### src/rtl/enc_pkg.sv
// Shared types and helpers for the 4-to-2 request encoder.
// Holds the request width, the index width, the FSM state type and the index-to-one-hot helper.
package enc_pkg;

    localparam int N_REQ = 4;
    localparam int IDX_W = 2;

    typedef enum logic {
        IDLE = 1'b0,
        HOLD = 1'b1
    } enc_state_t;

    function automatic logic [N_REQ-1:0] idx_to_onehot(input logic [IDX_W-1:0] idx);
        logic [N_REQ-1:0] mask;
        mask      = '0;
        mask[idx] = 1'b1;
        return mask;
    endfunction

endpackage

### src/rtl/rr_pick4.sv
// Combinational 4-way picker: first set bit of mask searching upward from ptr (mod 4),
// or the lowest set bit when rr_en=0.
module rr_pick4
    import enc_pkg::*;
(
    input  logic [N_REQ-1:0] mask,
    input  logic [IDX_W-1:0] ptr,
    input  logic             rr_en,
    output logic [IDX_W-1:0] idx,
    output logic             any
);

    logic [IDX_W-1:0] base;
    logic [IDX_W-1:0] cand;
    logic             found;

    // Fixed priority is the same search starting from index 0.
    assign base = rr_en ? ptr : '0;
    assign any  = |mask;

    // NOTE: every variable written here gets a default first, so no latch is inferred.
    always_comb begin
        idx   = '0;
        cand  = '0;
        found = 1'b0;
        for (int k = 0; k < N_REQ; k++) begin
            cand = base + IDX_W'(k);
            if (!found && mask[cand]) begin
                idx   = cand;
                found = 1'b1;
            end
        end
    end

endmodule

### src/rtl/req_encoder_4to2.sv
// Sequential 4-to-2 request encoder: sticky pending mask, one grant at a time over valid/ready,
// round-robin (RR_EN=1) or fixed-priority (RR_EN=0) selection.
module req_encoder_4to2
    import enc_pkg::*;
#(
    parameter int RR_EN = 1
) (
    input  logic             clk,
    input  logic             rst,
    input  logic             en,
    input  logic [N_REQ-1:0] req,
    input  logic             out_ready,
    output logic             out_valid,
    output logic [IDX_W-1:0] out_idx,
    output logic [N_REQ-1:0] pending,
    output logic             overflow
);

    enc_state_t       state;
    enc_state_t       state_next;
    logic [IDX_W-1:0] ptr;
    logic [IDX_W-1:0] ptr_next;
    logic [IDX_W-1:0] idx_next;
    logic             hs;
    logic [N_REQ-1:0] clr;
    logic [N_REQ-1:0] rem;
    logic [N_REQ-1:0] req_gated;
    logic [N_REQ-1:0] pending_next;
    logic             overflow_next;
    logic [IDX_W-1:0] idle_idx;
    logic             idle_any;
    logic [IDX_W-1:0] rem_idx;
    logic             rem_any;
    logic             rr_en;

    assign rr_en     = (RR_EN != 0);
    // out_valid comes straight from the state flop, so it is a registered output.
    assign out_valid = (state == HOLD);
    assign hs        = out_valid && out_ready;
    assign clr       = hs ? idx_to_onehot(out_idx) : '0;
    assign rem       = pending & ~clr;
    assign ptr_next  = hs ? out_idx + IDX_W'(1) : ptr;
    assign req_gated = req & {N_REQ{en}};

    // A re-request on the bit being cleared wins and does not count as overflow.
    assign pending_next  = rem | req_gated;
    assign overflow_next = |(req_gated & rem);

    rr_pick4 u_pick_idle (
        .mask  (pending),
        .ptr   (ptr),
        .rr_en (rr_en),
        .idx   (idle_idx),
        .any   (idle_any)
    );

    rr_pick4 u_pick_rem (
        .mask  (rem),
        .ptr   (ptr_next),
        .rr_en (rr_en),
        .idx   (rem_idx),
        .any   (rem_any)
    );

    always_comb begin
        state_next = state;
        idx_next   = out_idx;
        unique case (state)
            IDLE: begin
                if (idle_any) begin
                    idx_next   = idle_idx;
                    state_next = HOLD;
                end
            end
            HOLD: begin
                if (hs) begin
                    if (rem_any) begin
                        idx_next = rem_idx;
                    end else begin
                        state_next = IDLE;
                    end
                end
            end
            default: state_next = IDLE;
        endcase
    end

    // NOTE: sequential state uses non-blocking assignments so every flop samples pre-edge values.
    always_ff @(posedge clk or posedge rst) begin
        if (rst) begin
            state    <= IDLE;
            out_idx  <= '0;
            ptr      <= '0;
            pending  <= '0;
            overflow <= 1'b0;
        end else begin
            state    <= state_next;
            out_idx  <= idx_next;
            ptr      <= ptr_next;
            pending  <= pending_next;
            overflow <= overflow_next;
        end
    end

endmodule

### config.mk
export PLATFORM = sky130hd
export DESIGN_NAME = req_encoder_4to2
export DESIGN_NICKNAME = d
export VERILOG_FILES = /design/src/rtl/enc_pkg.sv /design/src/rtl/rr_pick4.sv /design/src/rtl/req_encoder_4to2.sv
export SDC_FILE = /design/constraint.sdc
export NUM_CORES = 1
export LEC_CHECK = 0
export ABC_AREA = 1
export BUFFER_PORTS_ARGS = -buffer_cell sky130_fd_sc_hd__buf_2
export CAP_MARGIN = 10
export CORE_MARGIN = 2
export CORE_UTILIZATION = 50
export DETAILED_ROUTE_END_ITERATION = 10
export PLACE_DENSITY = 0.76
export SYNTH_ARGS = -nofsm -noshare
export SYNTH_HDL_FRONTEND = slang
export SYNTH_SLANG_ARGS = --single-unit
### constraint.sdc
create_clock -name clk -period 3.6 [get_ports clk]
set_clock_uncertainty 0.1 [all_clocks]
set_input_delay 0.72 -clock clk [delete_from_list [all_inputs] [get_ports clk]]
set_output_delay 0.72 -clock clk [all_outputs]
set_load 0.005 [all_outputs]
* Yosys cells after proc, flatten, opt, wreduce, memory -nomap -nowiden
Cells that the tools add are included.
Cells by class: $add $sub $neg 7, bitwise operators 6, reduce and logical (&&, ||, !) cells 18, muxes and demuxes 42, eq/ne operators 3, $lt $le $gt $ge 10
Operator list (count):
- 2-bit by 3-bit less-than comparator with 1-bit output (second input constant) | 9
- 2-bit two-way mux | 12
- 1-bit two-way mux | 18
- 1-bit binary-select mux with 2-bit select | 8
- 4-bit bitwise AND | 3
- 4-bit OR reduction | 3
- 2-bit adder (second input constant) | 4
- 1-bit logical AND | 8
- 2-bit by 1-bit adder with 2-bit output (second input constant) | 3
- 1-bit logical NOT | 6
- 4-bit two-way mux | 1
- 2-bit by 1-bit inequality test with 1-bit output (second input constant) | 2
- 4-bit NOT | 1
- 4-bit bitwise OR | 1
- 2-bit one-hot mux with 2 select lines | 1
- 3-bit AND reduction | 1
- 1-bit demux with 2-bit select | 1
- 2-bit by 1-bit >= comparator with 1-bit output (second input constant) | 1
- 2-bit inequality test (second input constant) | 1
- 1-bit one-hot mux with 2 select lines | 1
- 1-bit NOT | 1
Storage, ports and cells: flip-flop bits (word level) 10, output and inout bits 8, input bits 8, logic and storage cells 91

* Logic depth before layout (Yosys ltp)
Gate-level depths: netlist of the first run.
depth in word-level cells 22, mapped depth 15, mapped depth without buffers 15

* By module
A second synthesis of the first run with hierarchy kept.
Unflattened totals: cells, all modules 232, area, all modules 1388.8 um^2
By module, submodules not included:
- rr_pick4 | instances 2, sequential area each 0.0 um^2, cells an instance 79, area each 415.4 um^2
- req_encoder_4to2 | instances 1, sequential area each 250.2 um^2, cells an instance 74, area each 558.0 um^2

* Least setup slack after synthesis of the first run
OpenSTA, ideal clock, no wires.
path type in2reg, from input port out_ready, to register out_idx[0], required time 3384 ps, setup time 116 ps, data arrival time 1694 ps, stages on the path 14, setup slack 1690 ps, path buffers 2, cell sequence buf_4 nand3_2 nand2_2 buf_6 nand2_1 nand2_2 nand2_2 nand2_2 nand3_1 nand2_1 nor2_1 nand2_1 nand2_1 nand2_1
Between the ends: cells in the longest elaborated chain, start to end 19, elaborated cells on any way between the ends 36, classes of those cells 3 x add/sub; 2 x eq/ne; 20 x mux; 2 x bitwise; 9 x reduce/logical
Ends and longest elaborated chain:
- start: declaration | RTL line req_encoder_4to2.sv:12 | input logic out_ready,
- 1-bit logical AND (*) | RTL line req_encoder_4to2.sv:39 | assign hs = out_valid && out_ready;
- 4-bit two-way mux | RTL line req_encoder_4to2.sv:40 | assign clr = hs ? idx_to_onehot(out_idx) : '0;
- 4-bit NOT | RTL line req_encoder_4to2.sv:41 | assign rem = pending & ~clr;
- 4-bit bitwise AND | RTL line req_encoder_4to2.sv:41
- 1-bit binary-select mux with 2-bit select | RTL line rr_pick4.sv:28 | if (!found && mask[cand]) begin
- 1-bit two-way mux (not written as such) | RTL line rr_pick4.sv:28
- 1-bit two-way mux | RTL line rr_pick4.sv:28
- 1-bit logical NOT | RTL line rr_pick4.sv:28
- [3 not listed]
- 1-bit logical AND | RTL line rr_pick4.sv:28
- 1-bit two-way mux | RTL line rr_pick4.sv:28
- 1-bit logical NOT | RTL line rr_pick4.sv:28
- 1-bit logical AND | RTL line rr_pick4.sv:28
- 2-bit two-way mux | RTL line rr_pick4.sv:28
- 2-bit two-way mux | RTL line req_encoder_4to2.sv:77 | if (rem_any) begin
- 2-bit two-way mux | RTL line req_encoder_4to2.sv:76 | if (hs) begin
- 2-bit one-hot mux with 2 select lines | RTL line req_encoder_4to2.sv:68 | unique case (state)
- end signal: assignment | RTL line req_encoder_4to2.sv:98 | out_idx <= idx_next;
- end: declaration | RTL line req_encoder_4to2.sv:14 | output logic [IDX_W-1:0] out_idx,
Every way passes the cells marked *; elsewhere a longest branch is shown, timed or not. The select of a mux whose other input is x is not followed. A chain may end at the register's enable or synchronous reset.

* Final worst setup path of the first run
from register out_idx[0], to register out_idx[0]
Between the ends: elaborated cells on any way between the ends 40, classes of those cells 4 x add/sub; 2 x order compare; 1 x eq/ne; 22 x mux; 2 x bitwise; 9 x reduce/logical
RTL lines:
- 2-bit by 1-bit adder with 2-bit output (*) | RTL line req_encoder_4to2.sv:42 | assign ptr_next = hs ? out_idx + IDX_W'(1) : ptr;
- 2-bit two-way mux (*) | RTL line req_encoder_4to2.sv:42
- named net ptr_next[1] | RTL line req_encoder_4to2.sv:22 | logic [IDX_W-1:0] ptr_next;
- branches (longest 11 deep; another with 2-bit by 1-bit adder with 2-bit output)
- 2-bit two-way mux (*) | RTL line rr_pick4.sv:28
- 2-bit two-way mux (*) | RTL line req_encoder_4to2.sv:77
- 2-bit two-way mux (*) | RTL line req_encoder_4to2.sv:76
- 2-bit one-hot mux with 2 select lines (*) | RTL line req_encoder_4to2.sv:68
Mark *: on every way through the listed nets, which the timed path passes. The select of a mux whose other input is x is not followed.

==> impl_metrics.prom, run 1 <==
# TYPE chip_impl_metric gauge
chip_impl_info{name="run_status",value="complete, no violations"} 1
chip_impl_metric{name="clock_insertion_delay_at_the_later_pin_of_the_skew_report",unit="ps"} 270
chip_impl_info{name="final_cell_mix",value="sky130_fd_sc_hd__nand2_1, sky130_fd_sc_hd__nand3_1, sky130_fd_sc_hd__buf_2"} 1
chip_impl_metric{name="post-cts-setup-buffer-count",unit=""} 0
chip_impl_info{name="grt_setup_unrepaired",value="false"} 1
chip_impl_metric{name="ioPinCount",unit=""} 16
chip_impl_metric{name="max-vdd-ir-drop",unit="mV"} 0.4239
chip_impl_metric{name="worst-slew-pin-transition",unit="ps"} 405.7
chip_impl_metric{name="die_area",unit="µm²"} 2009
chip_impl_metric{name="antenna_found_initial",unit=""} 0
chip_impl_metric{name="syn_nets",unit=""} 140
chip_impl_metric{name="die-width",unit="µm"} 44.83
chip_impl_metric{name="grt_use_total",unit="%"} 22.79
chip_impl_metric{name="dr.pass1.iters",unit=""} 4
chip_impl_info{name="worstSetupPathType",value="register to register"} 1
chip_impl_metric{name="aggregate_routed_wire_length",unit="mm"} 1.884
chip_impl_metric{name="grt_first_pass_wirelength",unit="mm"} 3.291
chip_impl_metric{name="grt_overflow",unit=""} 0
chip_impl_info{name="startpoint_type",value="register"} 1
chip_impl_metric{name="worst_ep_arrival_time",unit="ps"} 2120
chip_impl_metric{name="synth.lib_cells_used.distinct",unit=""} 19
chip_impl_metric{name="finalCriticalPeriod",unit="ps"} 2053
chip_impl_metric{name="setup_tns",unit="ps"} 0
chip_impl_metric{name="synth.ff_latch_count",unit=""} 10
chip_impl_metric{name="cts_made_buffers",unit=""} 3
chip_impl_metric{name="syn-mean-instance-area",unit="µm²"} 6.510
chip_impl_metric{name="dpl-instance-area",unit="µm²"} 902.1
chip_impl_metric{name="port_buffers",unit=""} 15
chip_impl_metric{name="power_density",unit="nW/µm²"} 863.2
chip_impl_metric{name="finished_layout_cell_area",unit="µm²"} 938.4
chip_impl_metric{name="number_of_global_route_vias_before_repair",unit=""} 781
chip_impl_metric{name="core-area",unit="µm²"} 1541
chip_impl_metric{name="relSlewSlack",unit="%"} 72.92
chip_impl_info{name="worstSetupEndpointType",value="register"} 1
chip_impl_metric{name="avgViaCountPerCell",unit=""} 5.288
chip_impl_info{name="cts_root_buf",value="sky130_fd_sc_hd__clkbuf_4"} 1
chip_impl_metric{name="critical_path.max_fanout",unit=""} 6
chip_impl_metric{name="fp_rows",unit=""} 14
chip_impl_metric{name="largest_net_degree_at_the_start_of_global_routing",unit=""} 12
chip_impl_metric{name="route.antenna.remaining_nets",unit=""} 0
chip_impl_metric{name="final_max_slew_viol_count",unit=""} 0
chip_impl_metric{name="num-nets-final",unit=""} 157
chip_impl_metric{name="clock_sink_count",unit=""} 10
chip_impl_metric{name="hold_violations",unit=""} 0
chip_impl_metric{name="dr.first_iter.drc_count",unit=""} 4
chip_impl_metric{name="p_leak",unit="nW"} 0.5306
chip_impl_metric{name="clockBufferDepth",unit=""} 2
chip_impl_metric{name="number_of_max_cap_violations",unit=""} 0
chip_impl_metric{name="routed_wire_length_per_instance",unit="µm"} 11.78
chip_impl_metric{name="antennaDiodeCount",unit=""} 0
chip_impl_metric{name="max_freq",unit="MHz"} 487.2
chip_impl_metric{name="clock_tree.htree_level_count",unit=""} 1
chip_impl_metric{name="die_height",unit="µm"} 44.83
chip_impl_metric{name="drc",unit=""} 0
chip_impl_metric{name="yosysWarnings",unit=""} 0
chip_impl_metric{name="timing.final.setup_violations",unit=""} 0
chip_impl_info{name="tritoncts_clock_tree",value="built"} 1
chip_impl_metric{name="crit_required",unit="ps"} 3670
chip_impl_metric{name="syn_area",unit="µm²"} 833.3
chip_impl_metric{name="period_share",unit="%"} 57.02
chip_impl_metric{name="cts_resized",unit=""} 0
chip_impl_metric{name="area.growth.synth_to_final",unit="%"} 12.61
chip_impl_info{name="layout_commonest_cell",value="sky130_fd_sc_hd__nand2_1"} 1
chip_impl_metric{name="place.gp.congestion",unit=""} 0.8559
chip_impl_metric{name="starting_density",unit="%"} 54.06
chip_impl_metric{name="synth_cells",unit=""} 128
chip_impl_metric{name="path_clk_slew",unit="ps"} 70
chip_impl_metric{name="sequential_fraction_of_the_synthesis_area",unit="%"} 30.03
chip_impl_info{name="hold_class",value="primary input to asynchronous set/reset pin"} 1
chip_impl_metric{name="drive_above_1_share",unit="%"} 24.31
chip_impl_metric{name="hpwlAfterDp",unit="mm"} 1.487
chip_impl_metric{name="route.vias.total",unit=""} 846
chip_impl_metric{name="cts_hold_repair.buffers",unit=""} 0
metal layers:
layer	global-route usage, %	vias to the layer above	share of wire [%]	wire length [µm]
li1	-	438	-	-
met1	27.14	381	46	866
met2	40.29	25	50	934
met3	6.400	2	3.7	69
met4	5.882	0	0.69	13
met5	0	-	0	0
final timing paths:
| kind | startpoint | to | slack, ps | cells after the start |
|---|---|---|---|---|
| min reg2reg | out_idx[1] | out_idx[1] | 500 | 2 |
| max | out_idx[0] | out_idx[0] | 1550 | 14 |
| min in group clk | out_idx[1] | out_idx[1] | 500 | 2 |
| max in group asynchronous | rst | ptr[0] | 2790 | 2 |
| min | rst | out_valid | 320 | 2 |
| max reg2reg | out_idx[0] | out_idx[0] | 1550 | 14 |
logic make-up after synthesis:
kind of cell               Yosys count  share of synthesized area [%]
and+or+nand+nor                     91                          49.10
adders and majority gates            4                          6.006
DFF                                 10                          30.03
AOI/OAI and AO/OA                    7                          5.857
buffers and inverters               16                          9.008
synth_stat cells:
cell type	n	share of area [%]
sky130_fd_sc_hd__nand2_1	57	26
sky130_fd_sc_hd__nand3_1	17	10
sky130_fd_sc_hd__inv_1	12	5.4
sky130_fd_sc_hd__dfrtp_1	10	30
sky130_fd_sc_hd__nand2_2	10	7.5
sky130_fd_sc_hd__ha_1	4	6.0
sky130_fd_sc_hd__nor2_1	4	1.8
sky130_fd_sc_hd__buf_4	2	1.8
sky130_fd_sc_hd__o21ai_0	2	1.2
sky130_fd_sc_hd__a21oi_2	1	1.1
sky130_fd_sc_hd__a31oi_1	1	0.75
sky130_fd_sc_hd__buf_6	1	1.4
sky130_fd_sc_hd__inv_2	1	0.45
sky130_fd_sc_hd__nand2_4	1	1.4
sky130_fd_sc_hd__nand3_2	1	1.2
sky130_fd_sc_hd__nor2_4	1	1.4
sky130_fd_sc_hd__o21ai_2	1	1.1
sky130_fd_sc_hd__o221ai_1	1	1.1
sky130_fd_sc_hd__o22ai_1	1	0.75
where the power goes:
group	switching, mW	internal, mW	total [mW]
clock network	0.0435	0.0614	0.105
registers	0.0326	0.155	0.188
logic	0.342	0.176	0.517
total	0.418	0.392	0.810
state kept, by name (all words and copies together), names as in the netlist:
| signal | count |
|---|---|
| out_valid | 1 |
| ptr | 2 |
| out_idx | 2 |
| overflow | 1 |
| pending | 4 |
critical path, stage by stage (launching register included):
cell and delay [ps]:
sky130_fd_sc_hd__dfrtp_1 460, sky130_fd_sc_hd__inv_1 120, sky130_fd_sc_hd__ha_1 320, sky130_fd_sc_hd__nand3_1 80, sky130_fd_sc_hd__nand2_1 140, sky130_fd_sc_hd__nand2_1 120, sky130_fd_sc_hd__nand2_2 80, sky130_fd_sc_hd__nand2_1 90
sky130_fd_sc_hd__nand2_2 80, sky130_fd_sc_hd__nand3_1 70, sky130_fd_sc_hd__nand2_1 50, sky130_fd_sc_hd__nor2_1 100, sky130_fd_sc_hd__nand2_1 60, sky130_fd_sc_hd__nand2_1 50, sky130_fd_sc_hd__nand2_1 40
per-stage QoR:
step | hold slack (ps) | setup slack, ps | instances | total power [mW] | utilization (%)
detailed placement | 482.8 | 1396 | 156 | 0.7087 | 58.52
global placement | 468.6 | 1422 | 156 | 0.6891 | 58.52
global route | 357.8 | 1371 | 160 | 0.8949 | 60.88
CTS | 324.8 | 1536 | 160 | 0.8145 | 60.88
floorplan | 421.0 | 1690 | 128 | 0.5884 | -
finish | 321.4 | 1547 | 160 | 0.8101 | 60.88
area by class of cell:
type	count	area, µm²
clock buffer	4	36.28
fill	158	603.1
inverter	13	48.80
multi-input combinational	102	508.0
sequential	10	250.2
tap	16	20.02
timing repair buffer	15	75.07
(Power assumes the default switching activity.)
==> run 2: changes to the inputs <==
--- a/config.mk
+++ b/config.mk
@@ -9,9 +9,9 @@
 export BUFFER_PORTS_ARGS = -buffer_cell sky130_fd_sc_hd__buf_2
 export CAP_MARGIN = 10
 export CORE_MARGIN = 2
-export CORE_UTILIZATION = 50
+export CORE_UTILIZATION = 48
 export DETAILED_ROUTE_END_ITERATION = 10
-export PLACE_DENSITY = 0.76
+export PLACE_DENSITY = 0.77
 export SYNTH_ARGS = -nofsm -noshare
 export SYNTH_HDL_FRONTEND = slang
 export SYNTH_SLANG_ARGS = --single-unit
==> constraint.sdc (replaced) <==
create_clock -name clk -period 1.8 [get_ports clk]
set_clock_uncertainty 0.1 [all_clocks]
set_input_delay 0.36 -clock clk [delete_from_list [all_inputs] [get_ports clk]]
set_output_delay 0.36 -clock clk [all_outputs]
set_load 0.005 [all_outputs]
==> impl_metrics.prom, run 2 (synthesis results as in run 1) <==
# TYPE chip_impl_metric gauge
chip_impl_metric{name="p_leak",unit="nW"} 0.6485
chip_impl_metric{name="timing.critical_path.buf_inv",unit=""} 2
chip_impl_info{name="largest-register",value="pending"} 1
chip_impl_metric{name="num-nets-final",unit=""} 174
chip_impl_info{name="hold_class",value="primary input to register"} 1
chip_impl_metric{name="hold_violations",unit=""} 0
chip_impl_info{name="cts_root_buf",value="sky130_fd_sc_hd__clkbuf_4"} 1
chip_impl_metric{name="dr.pass1.iters",unit=""} 4
chip_impl_metric{name="dr.first_iter.drc_count",unit=""} 46
chip_impl_info{name="worst_path_most_repeated_cell",value="sky130_fd_sc_hd__nand2_1"} 1
chip_impl_info{name="grt_setup_unrepaired",value="true"} 1
chip_impl_metric{name="place_worst_setup_slack",unit="ps"} -98.28
chip_impl_info{name="hold-path-endpoint",value="pending[0]"} 1
chip_impl_metric{name="routed_wire_length_per_instance",unit="µm"} 14.31
chip_impl_metric{name="final_max_slew_viol_count",unit=""} 0
chip_impl_info{name="crit-reg2reg-launch",value="out_idx[1]"} 1
chip_impl_metric{name="timing.critical_path.slowest_cell_delay",unit="ps"} 410
chip_impl_metric{name="period_share",unit="%"} 103.9
chip_impl_metric{name="filler_cell_count",unit=""} 112
chip_impl_metric{name="max_freq",unit="MHz"} 534.5
chip_impl_metric{name="clockBufferDepth",unit=""} 2
chip_impl_metric{name="cts_made_buffers",unit=""} 3
chip_impl_info{name="hp-start",value="req[0]"} 1
chip_impl_info{name="worstSetupEndpointType",value="register"} 1
chip_impl_info{name="run_status",value="finished, violations left"} 1
chip_impl_metric{name="crit_required",unit="ps"} 1860
chip_impl_metric{name="largest_net_degree_at_the_start_of_global_routing",unit=""} 12
chip_impl_metric{name="aggregate_routed_wire_length",unit="mm"} 2.548
chip_impl_metric{name="route.vias.total",unit=""} 973
chip_impl_info{name="tritoncts_clock_tree",value="built"} 1
chip_impl_metric{name="antenna_found_initial",unit=""} 0
chip_impl_info{name="final_cell_mix",value="sky130_fd_sc_hd__nand2_1, sky130_fd_sc_hd__nand2_2, sky130_fd_sc_hd__buf_2"} 1
chip_impl_metric{name="die_area",unit="µm²"} 2085
chip_impl_metric{name="grt_overflow",unit=""} 0
chip_impl_metric{name="number_of_global_route_vias_before_repair",unit=""} 932
chip_impl_metric{name="finished_layout_cell_area",unit="µm²"} 1274
chip_impl_metric{name="route.antenna.remaining_nets",unit=""} 0
chip_impl_info{name="cp_cell_sequence",value="inv_2 > ha_4 > inv_2 > nand3_2 > nand2_4 > nand2_2 > nand2_4 > nand2_1 > nand2_2 > nand3_2 > nand2_1 > nor2_1 > nand2_1 > nand2_1 > nand2_1"} 1
chip_impl_info{name="violations_in_the_final_reports",value="negative setup slack"} 1
chip_impl_metric{name="clock_sink_count",unit=""} 10
chip_impl_metric{name="die_height",unit="µm"} 45.67
chip_impl_metric{name="place.gp.congestion",unit=""} 0.8605
chip_impl_metric{name="worst-slew-pin-transition",unit="ps"} 410.3
chip_impl_metric{name="die-width",unit="µm"} 45.67
chip_impl_info{name="r2r_end",value="out_idx[0]"} 1
chip_impl_info{name="worstSetupPathType",value="register to register"} 1
chip_impl_metric{name="relSlewSlack",unit="%"} 72.61
chip_impl_info{name="startpoint_type",value="register"} 1
chip_impl_info{name="largest_registers",value="pending (4), out_idx (2), ptr (2)"} 1
chip_impl_metric{name="timing.final.setup_violations",unit=""} 2
chip_impl_metric{name="path_clk_slew",unit="ps"} 80
chip_impl_metric{name="dpl.cell_count",unit=""} 168
chip_impl_info{name="cp_slowest_cell",value="sky130_fd_sc_hd__dfrtp_1"} 1
chip_impl_metric{name="area.growth.synth_to_final",unit="%"} 52.85
chip_impl_metric{name="setup_tns",unit="ps"} -121.3
chip_impl_metric{name="worst_ep_arrival_time",unit="ps"} 1940
chip_impl_metric{name="grt_first_pass_wirelength",unit="mm"} 4.140
chip_impl_metric{name="drc",unit=""} 0
chip_impl_metric{name="setup_ws",unit="ps"} -70.82
chip_impl_metric{name="starting_density",unit="%"} 49.89
chip_impl_metric{name="power_density",unit="nW/µm²"} 1855
chip_impl_info{name="layout_commonest_cell",value="sky130_fd_sc_hd__nand2_1"} 1
chip_impl_metric{name="number_of_max_cap_violations",unit=""} 0
chip_impl_metric{name="core-area",unit="µm²"} 1670
chip_impl_metric{name="hpwlAfterDp",unit="mm"} 1.545
chip_impl_metric{name="reg2reg_slack",unit="ps"} -70
chip_impl_metric{name="dpl-instance-area",unit="µm²"} 999.7
chip_impl_metric{name="grt_use_total",unit="%"} 27.62
chip_impl_metric{name="ioPinCount",unit=""} 16
chip_impl_metric{name="clock_tree.htree_level_count",unit=""} 1
chip_impl_metric{name="critical_path.max_fanout",unit=""} 6
chip_impl_metric{name="avgViaCountPerCell",unit=""} 5.466
chip_impl_metric{name="antennaDiodeCount",unit=""} 0
chip_impl_metric{name="finalCriticalPeriod",unit="ps"} 1871
chip_impl_metric{name="drive_above_1_share",unit="%"} 53.42
chip_impl_metric{name="port_buffers",unit=""} 15
chip_impl_metric{name="largest_reg_flops",unit=""} 4
chip_impl_metric{name="holdPathStages",unit=""} 3
chip_impl_metric{name="max-vdd-ir-drop",unit="mV"} 0.9808
chip_impl_metric{name="totalPowerFinal",unit="mW"} 2.362
chip_impl_metric{name="clock_insertion_delay_at_the_later_pin_of_the_skew_report",unit="ps"} 280
chip_impl_metric{name="instances_no_fill",unit=""} 178
chip_impl_metric{name="r2r.worst_path.cells",unit=""} 15
chip_impl_info{name="cpLargestDelayFamily",value="simple AND/OR/NAND/NOR gates"} 1
chip_impl_metric{name="critical_path_cell_count",unit=""} 15
chip_impl_metric{name="fp_rows",unit=""} 15
-- run 2: changes by cell type in the layout (fill, tap and decap cells not counted), sizes merged --
cell	change
buf	+16
dlygate4sd3	+1
-- run 2: final cells by class --
type	count	area, µm²	share of cell area [%]
clock buffer	4	36.28	2.849
inverter	13	51.30	4.028
multi-input combinational	102	684.4	53.73
sequential	10	251.5	19.74
tap	17	21.27	1.670
timing repair buffer	32	229.0	17.98
-- run 2: power breakdown --
| part | switching [mW] | internal [mW] | leakage, nW |
|---|---|---|---|
| clock network | 0.0957 | 0.123 | 0.0210 |
| registers | 0.0685 | 0.313 | 0.109 |
| logic | 1.03 | 0.736 | 0.518 |
-- run 2: metrics by stage --
step | hold slack (ps) | utilization, %
after global routing | 206.1 | 76.25
final | 192.6 | 76.25
after CTS | 198.8 | 72.66
after global placement | 248.4 | 59.85
after detailed placement | 257.3 | 59.85
after floorplan | 100.1 | -
-- run 2: what timing repair did --
item | 4_1_cts | 5_1_grt
setup endpoints to repair | 2 | 2
pin swaps | 18 | 14
resized for setup | 35 | 13
hold buffers | 1 | 0
setup buffers | 4 | 1
endpoints found under the hold margin | 10 | 0
-- run 2: worst max-delay path by stage --
stage | from | to | slack, ps
6_report | out_idx[1] | out_idx[0] | -70
5_1_grt | out_idx[1] | out_idx[0] | -170
4_1_cts | out_idx[1] | out_idx[0] | -30
3_5_place_dp | out_idx[0] | out_idx[0] | -100
3_3_place_gp | out_idx[1] | out_idx[0] | -50
2_1_floorplan | out_idx[0] | out_idx[1] | 30
-- run 2: tightest hold or removal path: stages --
cell,delay (ps)
sky130_fd_sc_hd__buf_2,90
sky130_fd_sc_hd__nand2_1,40
sky130_fd_sc_hd__nand2_1,50
-- run 2: metal layers --
| layer | vias to the layer above | track usage (%) | part of all wire (%) |
|---|---|---|---|
| met1 | 445 | 33.33 | 39 |
| li1 | 471 | - | - |
| met4 | 0 | 14.12 | 3.7 |
| met3 | 13 | 5.952 | 5.6 |
| met2 | 44 | 45.63 | 51 |
| met5 | - | 0 | 0 |
==> run 3: changes to the inputs <==
--- a/config.mk
+++ b/config.mk
@@ -8,6 +8,7 @@
 export ABC_AREA = 1
 export BUFFER_PORTS_ARGS = -buffer_cell sky130_fd_sc_hd__buf_2
 export CAP_MARGIN = 10
+export CORE_ASPECT_RATIO = 0.9
 export CORE_MARGIN = 2
 export CORE_UTILIZATION = 48
 export DETAILED_ROUTE_END_ITERATION = 10
==> impl_metrics.prom, run 3 (synthesis results as in run 1) <==
# TYPE chip_impl_metric gauge
chip_impl_metric{name="route.antenna.remaining_nets",unit=""} 0
chip_impl_info{name="run_status",value="finished, violations left"} 1
chip_impl_metric{name="power.combinational.fraction",unit="%"} 77.2
chip_impl_metric{name="final_max_slew_viol_count",unit=""} 0
chip_impl_metric{name="aggregate_routed_wire_length",unit="mm"} 3.189
chip_impl_info{name="layout_commonest_cell",value="sky130_fd_sc_hd__nand2_1"} 1
chip_impl_metric{name="p_switching",unit="mW"} 1.289
chip_impl_metric{name="crit_required",unit="ps"} 1930
chip_impl_metric{name="share_seq_of_total_power",unit="%"} 15.9
chip_impl_info{name="largest_registers",value="pending (4), out_idx (2), ptr (2)"} 1
chip_impl_metric{name="route.vias.total",unit=""} 1070
chip_impl_metric{name="antenna_found_initial",unit=""} 0
chip_impl_metric{name="dr.first_iter.drc_count",unit=""} 48
chip_impl_metric{name="die_height",unit="µm"} 43.53
chip_impl_metric{name="worst-slew-pin-transition",unit="ps"} 410.3
chip_impl_metric{name="finalCriticalPeriod",unit="ps"} 2049
chip_impl_metric{name="area.growth.synth_to_final",unit="%"} 56.76
chip_impl_metric{name="clock_insertion_delay_at_the_later_pin_of_the_skew_report",unit="ps"} 280
chip_impl_metric{name="power_density",unit="nW/µm²"} 1896
chip_impl_info{name="largest-register",value="pending"} 1
chip_impl_metric{name="core-area",unit="µm²"} 1647
chip_impl_metric{name="grt_overflow",unit=""} 0
chip_impl_info{name="hp-start",value="req[0]"} 1
chip_impl_metric{name="die-width",unit="µm"} 47.92
chip_impl_metric{name="grt_use_total",unit="%"} 28.06
chip_impl_metric{name="number_of_global_route_vias_before_repair",unit=""} 930
chip_impl_metric{name="critical_path.max_fanout",unit=""} 7
chip_impl_metric{name="clockBufferDepth",unit=""} 2
chip_impl_metric{name="fp_rows",unit=""} 14
chip_impl_info{name="crit-reg2reg-launch",value="out_idx[0]"} 1
chip_impl_metric{name="port_buffers",unit=""} 15
chip_impl_metric{name="number_of_max_cap_violations",unit=""} 0
chip_impl_metric{name="die_area",unit="µm²"} 2086
chip_impl_metric{name="clock_tree.htree_level_count",unit=""} 1
chip_impl_info{name="startpoint_type",value="register"} 1
chip_impl_metric{name="setup_ws",unit="ps"} -248.8
chip_impl_metric{name="relSlewSlack",unit="%"} 72.62
chip_impl_metric{name="clock_sink_count",unit=""} 10
chip_impl_metric{name="max-vdd-ir-drop",unit="mV"} 1.345
chip_impl_metric{name="antennaDiodeCount",unit=""} 0
chip_impl_info{name="grt_setup_unrepaired",value="true"} 1
chip_impl_info{name="tritoncts_clock_tree",value="built"} 1
chip_impl_metric{name="hold_slack",unit="ps"} 208.4
chip_impl_metric{name="swShare",unit="%"} 52.07
chip_impl_info{name="violations_in_the_final_reports",value="negative setup slack"} 1
chip_impl_info{name="hold-path-endpoint",value="pending[0]"} 1
chip_impl_metric{name="power_report.internal_total",unit="mW"} 1.187
chip_impl_metric{name="num-nets-final",unit=""} 178
chip_impl_info{name="worstSetupEndpointType",value="register"} 1
chip_impl_metric{name="hpwlAfterDp",unit="mm"} 1.565
chip_impl_metric{name="drive_above_1_share",unit="%"} 54.55
chip_impl_metric{name="largest_reg_flops",unit=""} 4
chip_impl_info{name="hold_class",value="primary input to register"} 1
chip_impl_metric{name="hold_violations",unit=""} 0
chip_impl_metric{name="setup_tns",unit="ps"} -422.5
chip_impl_metric{name="cts_made_buffers",unit=""} 3
chip_impl_metric{name="worst_ep_arrival_time",unit="ps"} 2180
chip_impl_info{name="worstSetupPathType",value="register to register"} 1
chip_impl_metric{name="layout.core_utilization",unit="%"} 79.33
chip_impl_metric{name="dpl.cell_count",unit=""} 174
chip_impl_metric{name="holdPathStages",unit=""} 3
chip_impl_metric{name="max_freq",unit="MHz"} 488.1
chip_impl_metric{name="share_clk_of_total_power",unit="%"} 7.0
chip_impl_metric{name="drc",unit=""} 0
chip_impl_metric{name="dr.pass1.iters",unit=""} 5
chip_impl_metric{name="instances_no_fill",unit=""} 189
chip_impl_metric{name="reg2reg_slack",unit="ps"} -250
chip_impl_metric{name="routed_wire_length_per_instance",unit="µm"} 16.87
chip_impl_metric{name="p_leak",unit="nW"} 0.6549
chip_impl_metric{name="r2r.worst_path.cells",unit=""} 13
chip_impl_metric{name="starting_density",unit="%"} 50.61
chip_impl_metric{name="avgViaCountPerCell",unit=""} 5.661
chip_impl_metric{name="timing.final.setup_violations",unit=""} 2
chip_impl_metric{name="period_share",unit="%"} 113.8
chip_impl_metric{name="largest_net_degree_at_the_start_of_global_routing",unit=""} 12
chip_impl_info{name="cts_root_buf",value="sky130_fd_sc_hd__clkbuf_4"} 1
chip_impl_metric{name="place.gp.congestion",unit=""} 0.8961
chip_impl_info{name="r2r_end",value="out_idx[1]"} 1
chip_impl_metric{name="ioPinCount",unit=""} 16
chip_impl_info{name="final_cell_mix",value="sky130_fd_sc_hd__nand2_1, sky130_fd_sc_hd__nand2_2, sky130_fd_sc_hd__buf_4"} 1
chip_impl_metric{name="path_clk_slew",unit="ps"} 70
chip_impl_metric{name="grt_first_pass_wirelength",unit="mm"} 4.043
run 3: metal layers:
metal | share of wire (%) | track usage, % | up-vias
li1 | - | - | 474
met1 | 33 | 30.99 | 483
met2 | 52 | 50.67 | 77
met3 | 6.7 | 6.667 | 36
met4 | 7.9 | 9.189 | 0
met5 | 0 | 0 | -
run 3: worst max path at each step:
stage                     depth (start not counted)  slack, ps          to        from
final                                            13       -250  out_idx[1]  out_idx[0]
after global routing                             13       -510  out_idx[1]  out_idx[0]
after CTS                                        15        0.6  out_idx[0]  out_idx[0]
after detailed placement                         14        -70  out_idx[0]  out_idx[0]
after global placement                           14        -60  out_idx[0]  out_idx[0]
after floorplan                                  14         30  out_idx[1]  out_idx[0]
run 3: worst max-delay path, cell delays in order, from the launching register on:
cell and delay, ps:
sky130_fd_sc_hd__dfrtp_2 440, sky130_fd_sc_hd__inv_4 90, sky130_fd_sc_hd__ha_4 210, sky130_fd_sc_hd__inv_2 70
sky130_fd_sc_hd__nand3_2 70, sky130_fd_sc_hd__nand2_4 150, sky130_fd_sc_hd__nand2_2 80, sky130_fd_sc_hd__nand2_4 90
sky130_fd_sc_hd__nand2_1 80, sky130_fd_sc_hd__a21oi_2 200, sky130_fd_sc_hd__nand3_1 140, sky130_fd_sc_hd__nand3_1 130
sky130_fd_sc_hd__nand2_1 70, sky130_fd_sc_hd__nand2_1 50
run 3: through the flow:
step                      area [µm²]  worst slack (ps)  total power [mW]
after detailed placement       988.4            -70.16             1.543
final                           1306            -248.8             2.476
after CTS                       1150            0.6103             1.959
after global routing            1306            -511.7             2.654
after floorplan                834.6             26.02             1.181
after global placement         988.4            -57.79             1.505
run 3: repair_timing:
action	in CTS	in global routing
buffers inserted	6	5
gates cloned	0	0
pin swaps	22	16
hold buffers	1	0
gates resized for setup	26	24
endpoints found under the setup margin	2	2
endpoints found under the hold margin	10	0
run 3: cell type report:
cell class / count / area (µm²)
Clock buffer: 4 / 26.28
Fill cell: 122 / 340.3
Inverter: 13 / 51.30
Multi-Input combinational cell: 102 / 699.4
Sequential cell: 10 / 252.7
Tap cell: 24 / 30.03
Timing Repair Buffer: 36 / 246.5
run 3: power groups by stage:
| stage | clock, mW | combinational (mW) | sequential, mW |
|---|---|---|---|
| 5_1_grt | 0.187 | 2.07 | 0.399 |
| 2_1_floorplan | 0 | 0.800 | 0.381 |
| 3_3_place_gp | 0 | 1.14 | 0.361 |
| 4_1_cts | 0.161 | 1.43 | 0.373 |
| 3_5_place_dp | 0 | 1.18 | 0.363 |
| 6_report | 0.172 | 1.91 | 0.393 |
